File: config.mk
export PLATFORM = sky130hd
export DESIGN_NAME = crop_pad_flat
export DESIGN_NICKNAME = d
export VERILOG_FILES = /design/src/rtl/crop_pad_pkg.sv /design/src/rtl/crop_pad_if.sv /design/src/rtl/crop_pad_reg_slice.sv /design/src/rtl/crop_pad.sv /design/src/flat_wrapper.sv
export SDC_FILE = /design/constraint.sdc
export NUM_CORES = 1
export LEC_CHECK = 0
export ABC_AREA = 1
export CAP_MARGIN = 20
export CORE_UTILIZATION = 46
export CTS_BUF_LIST = sky130_fd_sc_hd__clkbuf_4 sky130_fd_sc_hd__clkbuf_8
export CTS_CLUSTER_SIZE = 25
export DETAILED_ROUTE_END_ITERATION = 8
export PLACE_DENSITY = 0.78
export REMOVE_ABC_BUFFERS = 1
export SLEW_MARGIN = 5
export SYNTH_ARGS = -nofsm -noshare
export SYNTH_HDL_FRONTEND = slang
export SYNTH_SLANG_ARGS = --single-unit
File: constraint.sdc
create_clock -name clk -period 2 [get_ports clk]
set_input_delay 0.2 -clock clk [delete_from_list [all_inputs] [get_ports clk]]
set_output_delay 0.2 -clock clk [all_outputs]
set_load 0.01 [all_outputs]
File: src/rtl/crop_pad_pkg.sv
// Shared types and helpers for the crop_pad re-embedding stage.
// Optional tlast/tuser sideband is enabled by defining CROP_PAD_TLAST_EN.
package crop_pkg;

  typedef enum logic [0:0] {
    IDLE = 1'b0,
    RUN  = 1'b1
  } state_t;

  // Origin fields are kept wide so window-end sums never wrap.
  localparam int ORIGIN_W = 16;

  typedef struct packed {
    logic [ORIGIN_W-1:0] x0;
    logic [ORIGIN_W-1:0] y0;
  } origin_t;

  function automatic int cntW(input int n);
    return (n > 1) ? $clog2(n) : 1;
  endfunction

endpackage

File: src/rtl/crop_pad_if.sv
// AXI-Stream style pixel bus used on both sides of crop_pad.
// Defining CROP_PAD_TLAST_EN adds tlast/tuser to the master side.
interface crop_pad_if #(
  parameter int DATA_W = 10
) ();

  logic              tvalid;
  logic              tready;
  logic [DATA_W-1:0] tdata;
`ifdef CROP_PAD_TLAST_EN
  logic              tlast;
  logic              tuser;

  modport master (output tvalid, output tdata, output tlast, output tuser, input tready);
`else
  modport master (output tvalid, output tdata, input tready);
`endif
  modport slave  (input tvalid, input tdata, output tready);

endinterface

File: src/rtl/crop_pad_reg_slice.sv
// Single-entry output register slice (axis_reg_slice) holding the next pixel.
// Carries tlast/tuser as well when CROP_PAD_TLAST_EN is defined.
module axis_reg_slice #(
  parameter int DATA_W = 10
) (
  input  logic              clk,
  input  logic              srst,
  input  logic              i_load,
  input  logic [DATA_W-1:0] i_data,
`ifdef CROP_PAD_TLAST_EN
  input  logic              i_last,
  input  logic              i_user,
  output logic              o_last,
  output logic              o_user,
`endif
  input  logic              i_ready,
  output logic              o_valid,
  output logic [DATA_W-1:0] o_data
);

  logic              r_valid;
  logic [DATA_W-1:0] r_data;
`ifdef CROP_PAD_TLAST_EN
  logic              r_last;
  logic              r_user;
`endif

  // A load always wins; otherwise a downstream accept empties the slot.
  always_ff @(posedge clk) begin
    if (srst) begin
      r_valid <= 1'b0;
      r_data  <= '0;
`ifdef CROP_PAD_TLAST_EN
      r_last  <= 1'b0;
      r_user  <= 1'b0;
`endif
    end else if (i_load) begin
      r_valid <= 1'b1;
      r_data  <= i_data;
`ifdef CROP_PAD_TLAST_EN
      r_last  <= i_last;
      r_user  <= i_user;
`endif
    end else if (i_ready) begin
      r_valid <= 1'b0;
    end
  end

  assign o_valid = r_valid;
  assign o_data  = r_data;
`ifdef CROP_PAD_TLAST_EN
  assign o_last  = r_last;
  assign o_user  = r_user;
`endif

endmodule

File: src/rtl/crop_pad.sv
// Re-embeds a cropped OUT_ROWS x OUT_COLS stream into a full IN_ROWS x IN_COLS frame.
// Define CROP_PAD_TLAST_EN to emit m_axis.tlast (row end) and m_axis.tuser (frame start).
module crop_pad
  import crop_pkg::*;
#(
  parameter int                         PIXEL_BIT_WIDTH = 10,
  parameter int                         IN_ROWS         = 20,
  parameter int                         IN_COLS         = 20,
  parameter int                         OUT_ROWS        = 10,
  parameter int                         OUT_COLS        = 10,
  parameter logic [PIXEL_BIT_WIDTH-1:0] FILL_VALUE      = '0
) (
  input  logic                       clk,
  input  logic                       srst,
  input  logic                       ap_start,
  output logic                       ap_ready,
  output logic                       ap_done,
  input  logic [cntW(IN_COLS)-1:0]   crop_x0,
  input  logic [cntW(IN_ROWS)-1:0]   crop_y0,
  crop_pad_if.slave                  s_axis,
  crop_pad_if.master                 m_axis,
  output logic [cntW(IN_COLS)-1:0]   cnt_col,
  output logic [cntW(IN_ROWS)-1:0]   cnt_row
);

  localparam int                  CW     = cntW(IN_COLS);
  localparam int                  RW     = cntW(IN_ROWS);
  localparam logic [ORIGIN_W-1:0] MAX_X0 = ORIGIN_W'(IN_COLS - OUT_COLS);
  localparam logic [ORIGIN_W-1:0] MAX_Y0 = ORIGIN_W'(IN_ROWS - OUT_ROWS);

  state_t                     r_state;
  state_t                     w_nextState;
  origin_t                    r_origin;
  logic [CW-1:0]              r_col;
  logic [RW-1:0]              r_row;
  logic                       r_lastLoaded;
  logic                       r_done;
  logic                       w_start;
  logic                       w_finish;
  logic                       w_load;
  logic                       w_sReady;
  logic                       w_loadEn;
  logic                       w_inWin;
  logic                       w_lastCol;
  logic                       w_lastPos;
  logic                       w_outValid;
  logic [PIXEL_BIT_WIDTH-1:0] w_loadData;
  logic [ORIGIN_W-1:0]        w_row16;
  logic [ORIGIN_W-1:0]        w_col16;
  logic [ORIGIN_W-1:0]        w_x0Clamp;
  logic [ORIGIN_W-1:0]        w_y0Clamp;
`ifdef CROP_PAD_TLAST_EN
  logic                       w_tlast;
  logic                       w_tuser;
`endif

  assign w_row16   = ORIGIN_W'(r_row);
  assign w_col16   = ORIGIN_W'(r_col);
  assign w_x0Clamp = (ORIGIN_W'(crop_x0) > MAX_X0) ? MAX_X0 : ORIGIN_W'(crop_x0);
  assign w_y0Clamp = (ORIGIN_W'(crop_y0) > MAX_Y0) ? MAX_Y0 : ORIGIN_W'(crop_y0);
  assign w_inWin   = (w_row16 >= r_origin.y0) && (w_row16 < r_origin.y0 + ORIGIN_W'(OUT_ROWS)) &&
                     (w_col16 >= r_origin.x0) && (w_col16 < r_origin.x0 + ORIGIN_W'(OUT_COLS));
  assign w_loadEn  = !w_outValid || m_axis.tready;
  assign w_lastCol = (r_col == CW'(IN_COLS - 1));
  assign w_lastPos = w_lastCol && (r_row == RW'(IN_ROWS - 1));

  always_ff @(posedge clk) begin
    if (srst) r_state <= IDLE;
    else      r_state <= w_nextState;
  end

  // Once the final position is in the slice, only its downstream accept matters.
  always_comb begin
    w_nextState = r_state;
    w_start     = 1'b0;
    w_finish    = 1'b0;
    w_sReady    = 1'b0;
    w_load      = 1'b0;
    w_loadData  = FILL_VALUE;
    case (r_state)
      IDLE: begin
        if (ap_start && !r_done) begin
          w_nextState = RUN;
          w_start     = 1'b1;
        end
      end
      RUN: begin
        if (r_lastLoaded) begin
          if (w_outValid && m_axis.tready) begin
            w_nextState = IDLE;
            w_finish    = 1'b1;
          end
        end else if (w_inWin) begin
          w_sReady   = w_loadEn;
          w_load     = s_axis.tvalid && w_loadEn;
          w_loadData = s_axis.tdata;
        end else begin
          w_load = w_loadEn;
        end
      end
      default: w_nextState = IDLE;
    endcase
  end

  // Raster position advances with every loaded beat and freezes on the final one.
  always_ff @(posedge clk) begin
    if (srst) begin
      r_origin     <= '0;
      r_col        <= '0;
      r_row        <= '0;
      r_lastLoaded <= 1'b0;
      r_done       <= 1'b0;
    end else begin
      r_done <= w_finish;
      if (w_start) begin
        r_origin.x0  <= w_x0Clamp;
        r_origin.y0  <= w_y0Clamp;
        r_col        <= '0;
        r_row        <= '0;
        r_lastLoaded <= 1'b0;
      end else if (w_load) begin
        if (w_lastPos) begin
          r_lastLoaded <= 1'b1;
        end else if (w_lastCol) begin
          r_col <= '0;
          r_row <= r_row + RW'(1);
        end else begin
          r_col <= r_col + CW'(1);
        end
      end
    end
  end

`ifdef CROP_PAD_TLAST_EN
  assign w_tlast = w_lastCol;
  assign w_tuser = (r_row == '0) && (r_col == '0);
`endif

  axis_reg_slice #(.DATA_W(PIXEL_BIT_WIDTH)) u_slice (
    .clk     (clk),
    .srst    (srst),
    .i_load  (w_load),
    .i_data  (w_loadData),
`ifdef CROP_PAD_TLAST_EN
    .i_last  (w_tlast),
    .i_user  (w_tuser),
    .o_last  (m_axis.tlast),
    .o_user  (m_axis.tuser),
`endif
    .i_ready (m_axis.tready),
    .o_valid (w_outValid),
    .o_data  (m_axis.tdata)
  );

  assign m_axis.tvalid = w_outValid;
  assign s_axis.tready = w_sReady;
  assign ap_ready      = (r_state == IDLE);
  assign ap_done       = r_done;
  assign cnt_col       = r_col;
  assign cnt_row       = r_row;

endmodule

File: src/flat_wrapper.sv
// flat-port wrapper written by rule: the top's interface ports become plain ports
module crop_pad_flat import crop_pkg::*;
#(
  parameter int                         PIXEL_BIT_WIDTH = 10,
  parameter int                         IN_ROWS         = 20,
  parameter int                         IN_COLS         = 20,
  parameter int                         OUT_ROWS        = 10,
  parameter int                         OUT_COLS        = 10,
  parameter logic [PIXEL_BIT_WIDTH-1:0] FILL_VALUE      = '0
)
  (clk, srst, ap_start, ap_ready, ap_done, crop_x0, crop_y0, cnt_col, cnt_row, s_axis_tvalid, s_axis_tdata, s_axis_tready, m_axis_tvalid, m_axis_tdata, m_axis_tready);
  crop_pad_if #(.DATA_W((10))) s_axis_i ();
  crop_pad_if #(.DATA_W((10))) m_axis_i ();
  input  logic clk;
  input  logic srst;
  input  logic ap_start;
  output logic ap_ready;
  output logic ap_done;
  input  logic [cntW(IN_COLS)-1:0] crop_x0;
  input  logic [cntW(IN_ROWS)-1:0] crop_y0;
  output logic [cntW(IN_COLS)-1:0] cnt_col;
  output logic [cntW(IN_ROWS)-1:0] cnt_row;
  input wire logic [$bits(s_axis_i.tvalid)-1:0] s_axis_tvalid;
  input wire logic [$bits(s_axis_i.tdata)-1:0] s_axis_tdata;
  output wire logic [$bits(s_axis_i.tready)-1:0] s_axis_tready;
  output wire logic [$bits(m_axis_i.tvalid)-1:0] m_axis_tvalid;
  output wire logic [$bits(m_axis_i.tdata)-1:0] m_axis_tdata;
  input wire logic [$bits(m_axis_i.tready)-1:0] m_axis_tready;
  assign s_axis_i.tvalid = s_axis_tvalid;
  assign s_axis_i.tdata = s_axis_tdata;
  assign s_axis_tready = s_axis_i.tready;
  assign m_axis_tvalid = m_axis_i.tvalid;
  assign m_axis_tdata = m_axis_i.tdata;
  assign m_axis_i.tready = m_axis_tready;
  crop_pad #(.PIXEL_BIT_WIDTH(PIXEL_BIT_WIDTH), .IN_ROWS(IN_ROWS), .IN_COLS(IN_COLS), .OUT_ROWS(OUT_ROWS), .OUT_COLS(OUT_COLS), .FILL_VALUE(FILL_VALUE)) u_core (.clk(clk), .srst(srst), .ap_start(ap_start), .ap_ready(ap_ready), .ap_done(ap_done), .crop_x0(crop_x0), .crop_y0(crop_y0), .s_axis(s_axis_i), .m_axis(m_axis_i), .cnt_col(cnt_col), .cnt_row(cnt_row));
endmodule
==> metrics.txt, run 1 <==
FF+latch area 683 um^2; vias in the first global route 2,022; crit path DAT 2.18 ns; input/output buffers 48; Detailed Route Iter0 Violations 107; Synth area leaders dfxtp_1 33%, ha_1 13%, nand2_1 7.1%; LEAKAGE 1.37 nW; clock slew at reported path FFs 0.07 ns; global-route wire length before repair 8.80 mm; Die Area 4750 um^2; vias per cell 5.27; largest family of logic cells by synthesized area simple AND/OR/NAND/NOR gates; Mapped Area 2060 um^2; initial antenna violation count 0; kind of critical path flip-flop to primary output; Power Dens Cells 529 nW/um^2; routability congestion estimate 0.852; Worst Setup End Kind primary output; CTS Buf Count 5; Tcrit/Tclk final 1.19; Final TNS setup -4.70 ns; fin cells 402; most common cell in the synthesized netlist nand2_1; largest net degree at the start of global routing 19; area share of the largest cell type after synthesis 0.330; Post-synth EDFFs 0; Cell Rows 23; Net count, final 399; Data required, critical path 1.80 ns; Placed Cells 392; commonest cells in the netlist 39 x nand2_1, 37 x inv_1, 34 x dfxtp_1; Final Hold Viols 0; Max-cap violations 0; Die X 69.0 um; Starting Density 0.498; Distinct cells, synth 31; min-delay src u_core.u_slice.o_data[5]; Area growth, synth to finish 52.4%; clock sink count 34; worst-path fanout max 2; YS warnings 0; Clock Tree Root clkbuf_8; Core ar. 4140 um^2; grt total ovfl 0; min Tclk post-route 2.38 ns; Worst Skew 0.00681 ns; gr usage total 0.254; critical path startpoint u_core.r_origin[17]; Tightest Pin Transition 0.379 ns; via count 2,120; Synth area leader dfxtp_1; layout cells sized above 1 0.276; Detail Placement HPWL 3.97 mm; Synth Area in Adders 0.133; Core Util, Final 0.758; Mean Syn Cell Area 7.78 um^2; endpoints failing setup 23; dominant synthesized flop cell dfxtp_1; cts hold-fix bufs 0; HP Class flip-flop to flip-flop; simple-gate share of the synthesized area 0.273; Post-Syn Instances 265; H-tree depth 2; compound-cell area share of the yosys netlist 0.140; post-DR wirelength/cell 14.1 um; Max Slew Vio Count 0; failing checks negative setup slack; status finished with violations; Final Worst Setup Slack -0.380 ns; multiplexer area fraction after synthesis 0; RSZ-0062 raised after global routing yes; Detailed Routing Iterations Pass 1 4; post-synthesis xor/xnor area fraction 0.0340; Achievable Freq 420 MHz; CTS tree yes; Worst Setup Start Kind flip-flop; worst-skew pair later-pin latency 0.30 ns; Remaining DRCs 0; io pins 49; worst vdd ir 0.380 mV; DP Worst Slack -0.561 ns; drt total wl 5.66 mm; slew margin rel. 0.747; ys async rst share 0; FF-to-FF Start u_core.r_origin[1]; fillers 330; flop-to-flop setup slack -0.24 ns; synthesized flop and latch total 34; post-synthesis sequential area ratio 0.330; Die H 69.0 um; Ant. Diodes 0; footprint of the multi-input gates 1360 um^2; number of routed nets with antenna violations 0; Max Buffers Root-to-Sink 2
## state kept, by name, summed over array words and instances (netlist names)
register and cells:
u_core.cnt_col 5, u_core.r_lastLoaded 1, u_core.ap_done 1, u_core.r_state 1, u_core.r_origin 10, u_core.cnt_row 5
u_core.u_slice.o_data 10, u_core.u_slice.o_valid 1
## cell families after synthesis
group,count (synthesis)
compound gates,43
xor+xnor,8
flops,34
simple gates,113
buf+inv,45
fa+ha+maj,22
## per-stage QoR
step	power, W	hold slack [ns]	cell area (um^2)
final	0.00166	0.476	3140
after global routing	0.00174	0.497	3140
after CTS	0.00164	0.468	3050
after detailed placement	0.00109	0.457	2840
after global placement	0.00108	0.455	2840
after floorplan	0.000899	0.262	2020
## cell type report
| class | count | area share |
|---|---|---|
| multi-input combinational | 186 | 0.432 |
| tap | 50 | 0.0199 |
| clock buffer | 5 | 0.0219 |
| sequential | 34 | 0.217 |
| clock inverter | 2 | 0.00478 |
| timing repair buffer | 86 | 0.257 |
| inverter | 39 | 0.0466 |
## layout by cell type (no fill, tap or decap), types with 2 or more instances in the layout
master,n
a21oi_2,18
clkbuf_8,5
xor2_1,7
ha_4,3
buf_4,32
ha_1,19
nand2_2,6
dfxtp_1,32
o21ai_0,5
a221oi_1,2
inv_2,2
nor3_1,2
clkdlybuf4s50_1,47
a211o_1,2
nand2_1,32
clkinvlp_4,2
nand3_4,2
nand4_1,18
nor2_2,4
dfxtp_2,2
or2_2,2
o21bai_1,4
nand2_4,10
nand3_1,10
inv_1,36
a211oi_1,2
buf_6,4
nor4_1,3
nor2_1,21
a21oi_1,7
## routing by layer
metal / part of all wire / vias up / GRT usage
met1: 0.43 / 994 / 0.294
met2: 0.51 / 57 / 0.454
met4: 0.0081 / 0 / 0.0765
met5: 0 / - / 0
met3: 0.053 / 6 / 0.0641
li1: - / 1063 / -
## worst paths after layout
check,endpoint,cells after the start
setup / recovery,s_axis_tready,10
hold / removal,u_core.u_slice.o_data[5],2
setup reg to reg,u_core.cnt_row[2],15
hold reg to reg,u_core.u_slice.o_data[5],2
## power breakdown
part	internal [W]	switching [W]
logic	0.000215	0.000217
registers	0.000699	0.0000208
clock network	0.000238	0.000272
total	0.00115	0.000510
## worst max-delay path, cell delays in order, from the launching register on
cell	delay, ns
dfxtp_1	0.32
ha_1	0.22
xor2_1	0.15
ha_1	0.31
a21oi_1	0.13
o21ai_1	0.07
a21o_1	0.17
nand2_2	0.09
nand2_2	0.08
nor4_1	0.16
buf_2	0.18
## what timing repair did
item,4_1_cts,5_1_grt
gates cloned,1,0
setup buffers,1,1
endpoints found under the setup margin,23,23
pin swaps,14,15
resized for setup,27,21
hold endpoints to repair,0,0
Note: power is estimated with default switching activity, not from simulation.
==> run 2: changes to the inputs <==
--- a/config.mk
+++ b/config.mk
@@ -7,6 +7,7 @@
 export LEC_CHECK = 0
 export ABC_AREA = 1
 export CAP_MARGIN = 20
+export CORE_MARGIN = 5
 export CORE_UTILIZATION = 46
 export CTS_BUF_LIST = sky130_fd_sc_hd__clkbuf_4 sky130_fd_sc_hd__clkbuf_8
 export CTS_CLUSTER_SIZE = 25
==> run 2 against run 1 <==
Compared with the run above:
- non-clock buffer count stayed put
- sequential share of layout area up 0.16 points
- critical path depth is 3 higher
- the flow still finishes with violations (negative setup slack)
- largest cell class unchanged
- total power rose by 8.7%
==> metrics.txt, run 2 (synthesized netlist as in run 1, its figures left out) <==
status finished with violations; failing checks negative setup slack; Ant. Diodes 0 (unchanged); Remaining DRCs 0 (unchanged); Sw Pwr 0.000487 W (-4.4%); via count 2,109 (-0.52%); CTS Buf Count 5 (unchanged); Sw Ratio 0.270 (-0.0371); global-route wire length before repair 9.71 mm (+10%); Achievable Freq 428 MHz (+1.8%); io pins 49 (unchanged); sequential share of power 0.397 (-0.036); Detailed Route Iter0 Violations 81 (-24%); CTS tree yes; Worst Skew 0.0148 ns (+0.00794 ns); post-DR wirelength/cell 14.4 um (+2.5%); Starting Density 0.474 (-0.0240); clock group share of total power 0.364 (+0.057); Tcrit/Tclk final 1.17 (-0.0206); HP Class flip-flop to flip-flop; Final Hold Viols 0 (unchanged); LEAKAGE 1.35 nW (-0.82%); Max-cap violations 0 (unchanged); gr usage total 0.199 (-0.0545); clock slew at reported path FFs 0.08 ns (about the same); Clock Tree Root clkbuf_8; buffers and inverters on the worst path 2 (+1); drt total wl 5.82 mm (+3.0%); Die X 77.0 um (+12%); layout cells sized above 1 0.264 (-0.0114); slew margin rel. 0.655 (-0.0920); M1 WL 2.49 mm (+3.3%); crit-path cells ha_4, xor2_1, ha_1, nand2_1, inv_1, nand2_1, nand2_1, a21oi_2, nand2_1, nor2_2, nand2_2, nor4_2, buf_2; Power Dens Cells 578 nW/um^2 (+9.3%); number of routed nets with antenna violations 0 (unchanged); Die H 77.0 um (+12%); H-tree depth 2 (unchanged); Worst path most repeated cell nand2_1; most common cell after layout, fill and taps aside clkdlybuf4s50_1; kind of critical path flip-flop to primary output; grt total ovfl 0 (unchanged); RSZ-0062 raised after global routing yes; input/output buffers 48 (unchanged); worst-path fanout max 2 (unchanged); crit path DAT 2.14 ns (-0.04 ns); Final Worst Setup Slack -0.339 ns (+0.0412 ns); initial antenna violation count 0 (unchanged); Gate power share 0.239 (-0.021); Detail Placement HPWL 4.16 mm (+5.0%); dpl cell area 2820 um^2 (-0.70%); vias per cell 5.22 (-1.0%); endpoints failing setup 23 (unchanged); worst vdd ir 0.505 mV (+33%); max incr delay on CP 0.35 ns (+0.03 ns); clock sink count 34 (unchanged); worst-skew pair later-pin latency 0.29 ns (about the same); Top delay family on crit path simple AND/OR/NAND/NOR gates; largest net degree at the start of global routing 19 (unchanged); Worst path slowest cell dfxtp_2; most frequent cells in the layout 47 x clkdlybuf4s50_1, 37 x inv_1, 35 x nand2_1; Core ar. 4350 um^2 (+5.1%); Top Layer Used met4; Data required, critical path 1.80 ns (about the same); routability congestion estimate 0.850 (-0.31%); Worst Setup End Kind primary output; Tightest Pin Transition 0.516 ns (+0.138 ns); Cell Rows 24 (+4.3%); Worst Setup Start Kind flip-flop; Max Buffers Root-to-Sink 2 (unchanged); fillers 342 (+3.6%); Detailed Routing Iterations Pass 1 4 (unchanged); vias in the first global route 2,147 (+6.2%); internal power 0.00132 W (+15%); design area 3120 um^2 (-0.56%); Met2 Wirelength 2.88 mm (-0.72%); power consumption 0.00181 W (+8.7%); Max Slew Vio Count 0 (unchanged); Net count, final 399 (unchanged); min Tclk post-route 2.34 ns (-0.0412 ns); cts hold-fix bufs 0 (unchanged); Die Area 5920 um^2 (+25%); met3 wire length 388 um (+29%); Area growth, synth to finish 51.5%
## run 2: layer usage
layer,global-route usage,vias up
met2,0.355,52
li1,-,1062
met5,0,-
met1,0.230,988
met3,0.0585,7
met4,0.0524,0
## run 2: metrics by stage
stage	utilization	cells	TNS, ns	hold WS, ns	worst slack (ns)
final	0.718	404	-5.92	0.468	-0.339
after global routing	0.718	404	-9.37	0.482	-0.509
after CTS	0.714	404	-3.75	0.469	-0.325
after detailed placement	0.648	391	-3.89	0.460	-0.538
after global placement	0.648	391	-2.21	0.449	-0.462
after floorplan	-	259	-0.151	0.262	-0.0778
## run 2: repair_timing
action / in CTS / in global routing
cloned: 1 / 0
pin swaps: 10 / 1
endpoints found under the setup margin: 23 / 23
resized for setup: 32 / 4
buffers inserted: 5 / 0
## run 2: worst register-to-register path: cells and delay by family (launching register included)
family,cells,cell delay (ns)
and+or+nand+nor,9,0.65
buffers and inverters,4,0.36
AOI/OAI and AO/OA,2,0.16
xor gates and xnor gates,1,0.14
adders and majority gates,2,0.49
DFF,1,0.35
## run 2: cell type report
class,instances,area [um^2],share of cell area
clock buffers,6,82.6,0.0264
multi-input cells,186,1290,0.412
inverters,39,146,0.0469
clock inverters,1,30.0,0.00961
well taps,52,65.1,0.0208
flip-flops and latches,34,684,0.219
repair buffers,86,828,0.265
## run 2: worst paths after layout
kind / start / to / slack, ns / depth (start not counted)
hold reg to reg: u_core.u_slice.o_data[2] / u_core.u_slice.o_data[2] / 0.47 / 2
hold / removal: u_core.u_slice.o_data[2] / u_core.u_slice.o_data[2] / 0.47 / 2
setup reg to reg: u_core.r_origin[2] / u_core.cnt_col[4] / -0.29 / 18
setup / recovery: u_core.r_origin[2] / s_axis_tready / -0.34 / 13
## run 2: power groups by stage
stage                     sequential [W]  combinational (W)  clock (W)
after floorplan                 0.000734           0.000165          0
after global placement          0.000728           0.000353          0
after detailed placement        0.000729           0.000362          0
after CTS                       0.000716           0.000422   0.000661
after global routing            0.000720           0.000467   0.000692
final                           0.000717           0.000432   0.000657
==> run 3: changes to the inputs <==
--- a/config.mk
+++ b/config.mk
@@ -8,11 +8,11 @@
 export ABC_AREA = 1
 export CAP_MARGIN = 20
 export CORE_MARGIN = 5
-export CORE_UTILIZATION = 46
-export CTS_BUF_LIST = sky130_fd_sc_hd__clkbuf_4 sky130_fd_sc_hd__clkbuf_8
+export CORE_UTILIZATION = 45
+export CTS_BUF_LIST = sky130_fd_sc_hd__clkbuf_4 sky130_fd_sc_hd__clkbuf_8 sky130_fd_sc_hd__clkbuf_16
 export CTS_CLUSTER_SIZE = 25
 export DETAILED_ROUTE_END_ITERATION = 8
-export PLACE_DENSITY = 0.78
+export PLACE_DENSITY = 0.76
 export REMOVE_ABC_BUFFERS = 1
 export SLEW_MARGIN = 5
 export SYNTH_ARGS = -nofsm -noshare
==> run 3 against run 2 <==
Compared with the run above:
- worst setup slack got worse by 0.042 ns
- fmax fell by 1.8%
- the run still ends with negative setup slack left
- total power fell by 8.0%
- critical path depth fell by 3
- core utilization fell by 0.98 points
- clock skew fell by 0.0088 ns
- cell area did not move
- count of clock-buffer cells in the layout fell by 1
- final cell count rose by 0.74%
- via count rose by 0.76%
- sequential power barely moved
==> metrics.txt, run 3 (synthesized netlist as in run 1, its figures left out) <==
status finished with violations; failing checks negative setup slack; CTS tree yes; number of routed nets with antenna violations 0 (unchanged); via count 2,125 (+0.76%); Core ar. 4410 um^2 (+1.4%); Detail Placement HPWL 4.32 mm (+3.7%); most common cell after layout, fill and taps aside clkdlybuf4s50_1; HP Class flip-flop to flip-flop; max incr delay on CP 0.33 ns (-0.02 ns); Tightest Pin Transition 0.439 ns (-0.0774 ns); Die H 77.7 um (+0.96%); worst vdd ir 0.459 mV (-9.1%); clock slew at reported path FFs 0.07 ns (about the same); slew margin rel. 0.707 (+0.0517); H-tree depth 2 (unchanged); Starting Density 0.467 (-0.00644); Core Util, Final 0.708 (-0.00976); initial antenna violation count 0 (unchanged); Achievable Freq 420 MHz (-1.8%); CTS Buf Count 5 (unchanged); Detailed Route Iter0 Violations 69 (-15%); Remaining DRCs 0 (unchanged); grt total ovfl 0 (unchanged); Max Slew Vio Count 0 (unchanged); endpoints failing setup 23 (unchanged); post-DR wirelength/cell 14.2 um (-1.2%); Final Worst Setup Slack -0.381 ns (-0.0422 ns); vias per cell 5.22 (about the same); Worst Skew 0.00592 ns (-0.00883 ns); input/output buffers 48 (unchanged); clock sink count 34 (unchanged); Detailed Routing Iterations Pass 1 4 (unchanged); io pins 49 (unchanged); Max-cap violations 0 (unchanged); Power Dens Cells 532 nW/um^2 (-8.0%); LEAKAGE 1.36 nW (+0.17%); Die X 77.7 um (+0.96%); crit-path cells ha_1, xor2_1, ha_1, a21oi_2, o21ai_1, a21o_1, nand2_2, nand2_2, nor4_2, buf_2; Worst Setup Start Kind flip-flop; min Tclk post-route 2.38 ns (+0.0422 ns); most frequent cells in the layout 47 x clkdlybuf4s50_1, 37 x nand2_1, 36 x inv_1; Ant. Diodes 0 (unchanged); worst-skew pair later-pin latency 0.29 ns (about the same); gr usage total 0.205 (+0.00529); Tcrit/Tclk final 1.19 (+0.0211); Max Buffers Root-to-Sink 2 (unchanged); RSZ-0062 raised after global routing yes; Clock Tree Root clkbuf_8; Die Area 6040 um^2 (+1.9%); Data required, critical path 1.80 ns (about the same); crit path DAT 2.18 ns (+0.04 ns); worst hold margin 0.474 ns (+0.00665 ns); layout cells sized above 1 0.265 (+0.000584); Area growth, synth to finish 51.5% (unchanged); Net count, final 402 (+0.75%); global-route wire length before repair 9.96 mm (+2.6%); routability congestion estimate 0.861 (+1.3%); largest net degree at the start of global routing 19 (unchanged); met3 wire length 355 um (-8.5%); worst-path fanout max 2 (unchanged); DP Worst Slack -0.576 ns (-0.0387 ns); drt total wl 5.79 mm (-0.52%); M1 WL 2.39 mm (-3.9%); Worst path slowest cell dfxtp_2; Cell Rows 24 (unchanged); Final Hold Viols 0 (unchanged); Met2 Wirelength 2.94 mm (+2.2%); vias in the first global route 2,249 (+4.8%); Top Layer Used met4; kind of critical path flip-flop to primary output; Worst Setup End Kind primary output
[run 3: changes by cell type in the layout (fill, tap and decap cells not counted), moves of 2 or more]
cell / delta
buf_4: +4
nand2_1: +2
buf_6: -2
clkinvlp_4: +2
nand2_2: -2
[run 3: path summary, 6_finish.rpt]
kind                                  from                        to  slack, ns  depth (start not counted)
setup / recovery       u_core.r_origin[17]             s_axis_tready      -0.38                         10
hold / removal    u_core.u_slice.o_data[6]  u_core.u_slice.o_data[6]       0.47                          2
setup reg to reg        u_core.r_origin[1]  u_core.u_slice.o_data[2]      -0.28                         17
hold reg to reg   u_core.u_slice.o_data[6]  u_core.u_slice.o_data[6]       0.47                          2
[run 3: report_power, final]
group,internal [W],total (W),switching [W],leakage [nW]
Combinational,0.000229,0.000440,0.000211,1.04
Sequential,0.000699,0.000717,0.0000176,0.277
Clock,0.000238,0.000505,0.000268,0.0362
[run 3: worst max-delay path: cells and delay by family (launching register included)]
kind            cells  cell delay (ns)
fa+ha+maj           2             0.52
compound gates      3             0.39
flops               1             0.33
simple gates        3             0.31
buf+inv             1             0.18
xor+xnor            1             0.15
[run 3: area by class of cell]
type,count,area [um^2]
multi-input combinational,186,1290
inverter,39,146
fill,338,1290
clock inverter,2,15.0
clock buffer,5,68.8
tap,52,65.1
sequential,34,684
timing repair buffer,89,856
[run 3: what timing repair did]
action	4_1_cts	5_1_grt
gates resized for setup	27	5
hold endpoints to repair	0	0
endpoints found under the setup margin	23	23
hold buffers	0	0
buffers inserted	6	0
gates cloned	1	0
pin swaps	12	3
[run 3: layer usage]
metal / vias to the layer above / GRT usage
met5: - / 0
met4: 0 / 0.0739
li1: 1064 / -
met3: 11 / 0.0660
met1: 999 / 0.221
met2: 51 / 0.370
[run 3: through the flow]
step | total power [W] | instances | setup TNS (ns) | area [um^2]
2_1_floorplan | 0.000899 | 259 | -0.151 | 2020
3_3_place_gp | 0.00108 | 395 | -1.88 | 2850
3_5_place_dp | 0.00110 | 395 | -3.94 | 2850
4_1_cts | 0.00166 | 407 | -4.54 | 3110
5_1_grt | 0.00174 | 407 | -9.53 | 3120
6_report | 0.00166 | 407 | -5.39 | 3120
